===== src/rtl/fft_8pt_pkg.sv =====
// Shared widths, Q8 twiddle constants and FSM state type for the 8-point FFT.
package fft_8pt_pkg;

    localparam int IN_W    = 12;
    localparam int S1_W    = 13;
    localparam int S2_W    = 14;
    localparam int OUT_W   = 24;
    localparam int TW_FRAC = 8;
    localparam int TW_W    = 10;
    localparam int TW_ONE  = 256;
    localparam int TW_R2   = 181;

    typedef enum logic [1:0] {
        IDLE = 2'd0,
        CALC = 2'd1,
        OUT  = 2'd2
    } state_t;

    // Real part of W8^k in Q8, k = 0..3
    function automatic logic signed [TW_W-1:0] tw_re(input logic [1:0] k);
        case (k)
            2'd0:    return TW_W'(TW_ONE);
            2'd1:    return TW_W'(TW_R2);
            2'd2:    return '0;
            default: return -TW_W'(TW_R2);
        endcase
    endfunction

    // Imaginary part of W8^k in Q8, k = 0..3
    function automatic logic signed [TW_W-1:0] tw_im(input logic [1:0] k);
        case (k)
            2'd0:    return '0;
            2'd1:    return -TW_W'(TW_R2);
            2'd2:    return -TW_W'(TW_ONE);
            default: return -TW_W'(TW_R2);
        endcase
    endfunction

endpackage


===== src/rtl/fft_8pt_bfly.sv =====
// Combinational radix-2 complex butterfly: p = a + W*b, q = a - W*b.
// With MUL=0 only W0 (pass) and W2 (-j, swap and negate) are used, no multiplier.
// With MUL=1 the lower branch is multiplied by the Q8 twiddle and the upper
// branch is scaled by 256 so both share the same Q8 weight.
module fft_bfly
    import fft_8pt_pkg::*;
#(
    parameter int IW  = 12,
    parameter int OW  = 13,
    parameter bit MUL = 1'b0
) (
    input  logic signed [IW-1:0] a_re_i,
    input  logic signed [IW-1:0] a_im_i,
    input  logic signed [IW-1:0] b_re_i,
    input  logic signed [IW-1:0] b_im_i,
    input  logic        [1:0]    tw_i,
    output logic signed [OW-1:0] p_re_o,
    output logic signed [OW-1:0] p_im_o,
    output logic signed [OW-1:0] q_re_o,
    output logic signed [OW-1:0] q_im_o
);

    logic signed [OW-1:0] ar, ai, br, bi, wr, wi, sr, si, tr, ti;

    // Sign-extend operands, apply the twiddle, then add/subtract
    always_comb begin
        ar = OW'(a_re_i);
        ai = OW'(a_im_i);
        br = OW'(b_re_i);
        bi = OW'(b_im_i);
        wr = OW'(tw_re(tw_i));
        wi = OW'(tw_im(tw_i));
        sr = ar;
        si = ai;
        tr = br;
        ti = bi;
        if (MUL) begin
            sr = ar <<< TW_FRAC;
            si = ai <<< TW_FRAC;
            tr = br * wr - bi * wi;
            ti = br * wi + bi * wr;
        end else if (tw_i == 2'd2) begin
            tr = bi;
            ti = -br;
        end
        p_re_o = sr + tr;
        p_im_o = si + ti;
        q_re_o = sr - tr;
        q_im_o = si - ti;
    end

endmodule


===== src/rtl/fft_8pt.sv =====
// 8-point radix-2 DIT FFT: two writable sample memories, a combinational
// three-stage butterfly network, a snapshot of all eight bins, and a
// bin-per-cycle registered output sequence.
module fft_8pt
    import fft_8pt_pkg::*;
(
    input  logic                    clk,
    input  logic                    reset,
    input  logic signed [IN_W-1:0]  real_in,
    input  logic signed [IN_W-1:0]  imag_in,
    input  logic        [2:0]       addr_real,
    input  logic        [2:0]       addr_imag,
    input  logic                    wr_en_real,
    input  logic                    wr_en_imag,
    output logic signed [OUT_W-1:0] fft_real_out,
    output logic signed [OUT_W-1:0] fft_imag_out
);

    logic signed [IN_W-1:0]  re_mem_q [8];
    logic signed [IN_W-1:0]  im_mem_q [8];
    logic signed [S1_W-1:0]  s1_re [8];
    logic signed [S1_W-1:0]  s1_im [8];
    logic signed [S2_W-1:0]  s2_re [8];
    logic signed [S2_W-1:0]  s2_im [8];
    logic signed [OUT_W-1:0] x_re [8];
    logic signed [OUT_W-1:0] x_im [8];
    logic signed [OUT_W-1:0] res_re_q [8];
    logic signed [OUT_W-1:0] res_im_q [8];
    state_t                  state_q;
    logic [2:0]              cnt_q;

    // Sample memories: independent real/imag write ports, cleared by reset
    always_ff @(posedge clk) begin
        if (reset) begin
            for (int n = 0; n < 8; n++) begin
                re_mem_q[n] <= '0;
                im_mem_q[n] <= '0;
            end
        end else begin
            if (wr_en_real) re_mem_q[addr_real] <= real_in;
            if (wr_en_imag) im_mem_q[addr_imag] <= imag_in;
        end
    end

    genvar i;
    // Stage 1: pairs (n, n+4) taken in bit-reversed order 0,4,2,6,1,5,3,7
    for (i = 0; i < 4; i++) begin : g_st1
        localparam int AI = ((i & 1) << 1) | (i >> 1);
        fft_bfly #(.IW(IN_W), .OW(S1_W), .MUL(1'b0)) u_bf (
            .a_re_i(re_mem_q[AI]),   .a_im_i(im_mem_q[AI]),
            .b_re_i(re_mem_q[AI+4]), .b_im_i(im_mem_q[AI+4]),
            .tw_i  (2'd0),
            .p_re_o(s1_re[2*i]),     .p_im_o(s1_im[2*i]),
            .q_re_o(s1_re[2*i+1]),   .q_im_o(s1_im[2*i+1])
        );
    end

    // Stage 2: two 4-point DFTs (evens in 0..3, odds in 4..7), twiddles W0/W2
    for (i = 0; i < 4; i++) begin : g_st2
        localparam int AI = (i >> 1) * 4 + (i & 1);
        fft_bfly #(.IW(S1_W), .OW(S2_W), .MUL(1'b0)) u_bf (
            .a_re_i(s1_re[AI]),   .a_im_i(s1_im[AI]),
            .b_re_i(s1_re[AI+2]), .b_im_i(s1_im[AI+2]),
            .tw_i  (2'((i & 1) * 2)),
            .p_re_o(s2_re[AI]),   .p_im_o(s2_im[AI]),
            .q_re_o(s2_re[AI+2]), .q_im_o(s2_im[AI+2])
        );
    end

    // Stage 3: combine evens and odds with W0..W3, result is 256*X[k]
    for (i = 0; i < 4; i++) begin : g_st3
        fft_bfly #(.IW(S2_W), .OW(OUT_W), .MUL(1'b1)) u_bf (
            .a_re_i(s2_re[i]),   .a_im_i(s2_im[i]),
            .b_re_i(s2_re[i+4]), .b_im_i(s2_im[i+4]),
            .tw_i  (2'(i)),
            .p_re_o(x_re[i]),    .p_im_o(x_im[i]),
            .q_re_o(x_re[i+4]),  .q_im_o(x_im[i+4])
        );
    end

    // Control FSM: trigger on the address-7 real write, snapshot, then stream bins
    always_ff @(posedge clk) begin
        if (reset) begin
            state_q      <= IDLE;
            cnt_q        <= '0;
            fft_real_out <= '0;
            fft_imag_out <= '0;
            for (int k = 0; k < 8; k++) begin
                res_re_q[k] <= '0;
                res_im_q[k] <= '0;
            end
        end else begin
            case (state_q)
                IDLE: begin
                    if (wr_en_real && addr_real == 3'd7) state_q <= CALC;
                end
                CALC: begin
                    for (int k = 0; k < 8; k++) begin
                        res_re_q[k] <= x_re[k];
                        res_im_q[k] <= x_im[k];
                    end
                    cnt_q   <= '0;
                    state_q <= OUT;
                end
                OUT: begin
                    fft_real_out <= res_re_q[cnt_q];
                    fft_imag_out <= res_im_q[cnt_q];
                    cnt_q        <= cnt_q + 3'd1;
                    if (cnt_q == 3'd7) state_q <= IDLE;
                end
                default: state_q <= IDLE;
            endcase
        end
    end

endmodule


===== config.mk =====
export PLATFORM = sky130hd
export DESIGN_NAME = fft_8pt
export DESIGN_NICKNAME = d
export VERILOG_FILES = /design/src/rtl/fft_8pt_pkg.sv /design/src/rtl/fft_8pt_bfly.sv /design/src/rtl/fft_8pt.sv
export SDC_FILE = /design/constraint.sdc
export NUM_CORES = 2
export LEC_CHECK = 0
export CAP_MARGIN = 20
export CORE_UTILIZATION = 55
export DETAILED_ROUTE_END_ITERATION = 16
export GPL_TIMING_DRIVEN = 0
export HOLD_SLACK_MARGIN = 0.03
export PLACE_DENSITY = 0.71
export SLEW_MARGIN = 20
export SYNTH_ARGS = -nofsm -noshare
export SYNTH_HDL_FRONTEND = slang
export SYNTH_SLANG_ARGS = --single-unit

===== constraint.sdc =====
create_clock -name clk -period 27.5 [get_ports clk]
set_clock_uncertainty 0.1 [all_clocks]
set_input_delay 2.75 -clock clk [delete_from_list [all_inputs] [get_ports clk]]
set_output_delay 2.75 -clock clk [all_outputs]
set_load 0.03 [all_outputs]

==> flow_metrics.tcl <==
set metrics [dict create \
    die_area_um2 125800 \
    synth_top_family_by_area "adder cells" \
    syn-instance-count 7486 \
    ys_types 101 \
    cts_tree "yes" \
    cts_setup_buffers 0 \
    cts_buffers 56 \
    grt_pass1_wl_um 310000 \
    rsz0062_at_grt "no" \
    yosysWarnings 0 \
    postRouteAntennaNets 0 \
    drv_cap 0 \
    crit_required_ns 27.82 \
    yosys_register_bits 553 \
    worstSkewPairLatency_ns 0.69 \
    synth_adder_area_share 0.2889 \
    dp_hpwl_um 177300 \
    holdCritPathClass "flop to flop" \
    synth_xor_area_frac 0.1040 \
    syn2layout_area_growth_pct 7.498 \
    routed_wl_um 209000 \
    holdCritStartpoint "fft_imag_out[14]" \
    cpPeakStageDelay_ns 0.73 \
    synth_compound_area_frac 0.1414 \
    vias_per_cell 5.767 \
    drive_above_1_share 0.04491 \
    reg2reg_to "res_re_q[5][23]" \
    drt_iter0_drc 5114 \
    globalplace.congestion 1.028 \
    die_x_um 354.7 \
    synth_async_sr_flop_share 0 \
    worst_hold_path.num_cells 2 \
    route.met2.wl_um 90480 \
    netlist_top_cells_area "edfxtp_1 22%, ha_1 22%, xnor2_1 7.2%" \
    hold_viol_final 0 \
    grt_max_degree 60 \
    synth_top_area_share 0.2199 \
    r2r_cells 48 \
    met1_length_um 89590 \
    cp.arrival_ns 13.29 \
    status "finished clean" \
    htree_levels 2 \
    cp-end-kind "flop" \
    drtPass1Iterations 7 \
    row_count 129 \
    layout.nets 9104 \
    worst_pin_slew_ns 1.230 \
    grt_pass1_vias 51300 \
    cts_max_path_buffers 3 \
    period_needed_ns 12.97 \
    placedInstanceArea_um2 71600 \
    top_layer "met4" \
    path_class "flop to flop" \
    syn_avg_cell_area_um2 9.138 \
    max_freq_mhz 77.10 \
    maxSlewViolCount 0 \
    initial_core_util 0.5540 \
    vias 53750 \
    design_area_um2 73530 \
    track_usage 0.3273 \
    syn_area_um2 68400 \
    setup_violations 0 \
    start_kind "flop" \
    place_ws_ns 14.50 \
    synthSimpleGateAreaFrac 0.1238 \
    met3WireLength_um 17550 \
    io_buffers 81 \
    setup_ws_ns 14.53 \
    whs_endpoint "fft_imag_out[14]" \
    synth-edff-count 501 \
    timing.rr.start "im_mem_q[7][1]" \
    rrSetupSlack_ns 14.53 \
    hold_buffers 0 \
    syn_nets 8955 \
    cts.sinks 553 \
    ys_seq_area_frac 0.2352 \
    overflow 0 \
    tns_ns 0 \
    synth_flop_cell "edfxtp_1" \
    die_h_um 354.7 \
    synth_area_leader_cell "edfxtp_1" \
    finalCritPeriodShare 0.4717 \
    cts_resized 0 \
    ioPinCount 82 \
    drc 0 \
    antenna_found_initial 8 \
    crit_slowest_cell "xnor2_1" \
    clkTransAtPathRegs_ns 0.07 \
    routedWlPerCell_um 22.42 \
    root_buffer "clkbuf_16" \
    critPathMaxFanout 17 \
    muxShareOfSynthArea 0.03369 \
    core-area_um2 123500 \
    slew_headroom 0.1797 \
]
==> critical path: cells and delay by family, from the launching register on <==
| kind | cells | cell delay (ns) |
|---|---|---|
| xor+xnor | 4 | 1.77 |
| fa+ha+maj | 9 | 3.56 |
| compound gates | 18 | 4.07 |
| buf+inv | 7 | 0.96 |
| simple gates | 10 | 1.82 |
| flops | 1 | 0.46 |
==> cells in the final DEF, fill, tap and decap left out, types with 38 or more instances in the layout <==
cell type	n
fa_1	241
o21ai_0	246
nand2_1	181
o31ai_1	40
a21o_1	108
nand2b_1	101
clkdlybuf4s50_1	81
clkbuf_16	56
clkbuf_1	173
and3_1	44
inv_1	1120
nand3_1	48
nor2_1	728
nor3_1	130
or3_1	61
mux4_2	76
xor2_1	226
edfxtp_1	501
a211oi_1	38
o21bai_1	178
nor2b_1	93
mux2i_1	48
and2_1	217
a31oi_1	44
or2_2	48
ha_1	1194
o21a_1	38
xnor2_1	543
a21oi_1	534
dfxtp_1	52
==> worst max path at each step <==
| stage | from | to | slack [ns] |
|---|---|---|---|
| floorplan | re_mem_q[3][0] | res_re_q[7][23] | 17.06 |
| global route | re_mem_q[5][0] | res_im_q[3][23] | 13.78 |
| CTS | im_mem_q[7][1] | res_re_q[5][23] | 14.46 |
| finish | im_mem_q[7][1] | res_re_q[5][23] | 14.53 |
| detailed placement | im_mem_q[7][1] | res_re_q[5][23] | 14.50 |
| global placement | im_mem_q[7][1] | res_re_q[5][23] | 14.41 |
==> routing by layer <==
metal / vias up / track usage
li1: 25690 / -
met1: 25790 / 0.4455
met2: 1990 / 0.5061
met3: 286 / 0.05702
met4: 0 / 0.1524
met5: - / 0
==> cells by family after synthesis <==
kind of cell | count (synthesis)
xor gates and xnor gates | 801
AOI/OAI and AO/OA | 1502
adders and majority gates | 1435
muxes | 134
DFF | 553
buffers and inverters | 1324
and+or+nand+nor | 1737
==> stage by stage <==
step	util	hold slack [ns]	std cells
after floorplan	-	0.3851	7486
after global placement	0.5772	0.3733	9204
after detailed placement	0.5799	0.3780	9214
after CTS	0.5952	0.3866	9319
after global routing	0.5955	0.4074	9319
final	0.5955	0.3840	9320
==> state kept, by name, indices dropped and copies added (netlist names) <==
register      count
cnt_q             3
fft_imag_out     23
fft_real_out     24
im_mem_q         96
re_mem_q         96
res_im_q        156
res_re_q        153
state_q           2
==> cells in the mapped netlist (24+ instances only) <==
| cell type | n |
|---|---|
| o21bai_1 | 178 |
| nor2_1 | 728 |
| nor2b_1 | 93 |
| mux4_2 | 76 |
| fa_1 | 241 |
| o21ai_0 | 246 |
| xnor2_1 | 559 |
| a21boi_0 | 24 |
| nor4_1 | 24 |
| o31ai_1 | 40 |
| dfxtp_1 | 52 |
| and3_1 | 44 |
| edfxtp_1 | 501 |
| xor2_1 | 233 |
| o41ai_1 | 31 |
| nand2_1 | 181 |
| clkbuf_1 | 169 |
| or3_1 | 61 |
| nand3_1 | 48 |
| nor3_1 | 130 |
| inv_1 | 1120 |
| or2_2 | 49 |
| a31oi_1 | 44 |
| a21o_1 | 108 |
| a211oi_1 | 38 |
| mux2i_1 | 48 |
| o21a_1 | 38 |
| nand2b_1 | 101 |
| and2_1 | 217 |
| a21oi_1 | 536 |
| ha_1 | 1194 |
==> final cells by class <==
cell class / instances / area (µm²)
Antenna cell: 1 / 2.502
Buffer: 202 / 792.0
Clock buffer: 67 / 1483
Clock inverter: 38 / 411.6
Fill cell: 10820 / 49940
Inverter: 1122 / 4214
Multi-Input combinational cell: 5609 / 47510
Sequential cell: 553 / 16090
Tap cell: 1637 / 2048
Timing Repair Buffer: 91 / 991.0
Power is not shown: default switching activity piles up to over one toggle a cycle in this logic, so the estimate is an artifact.
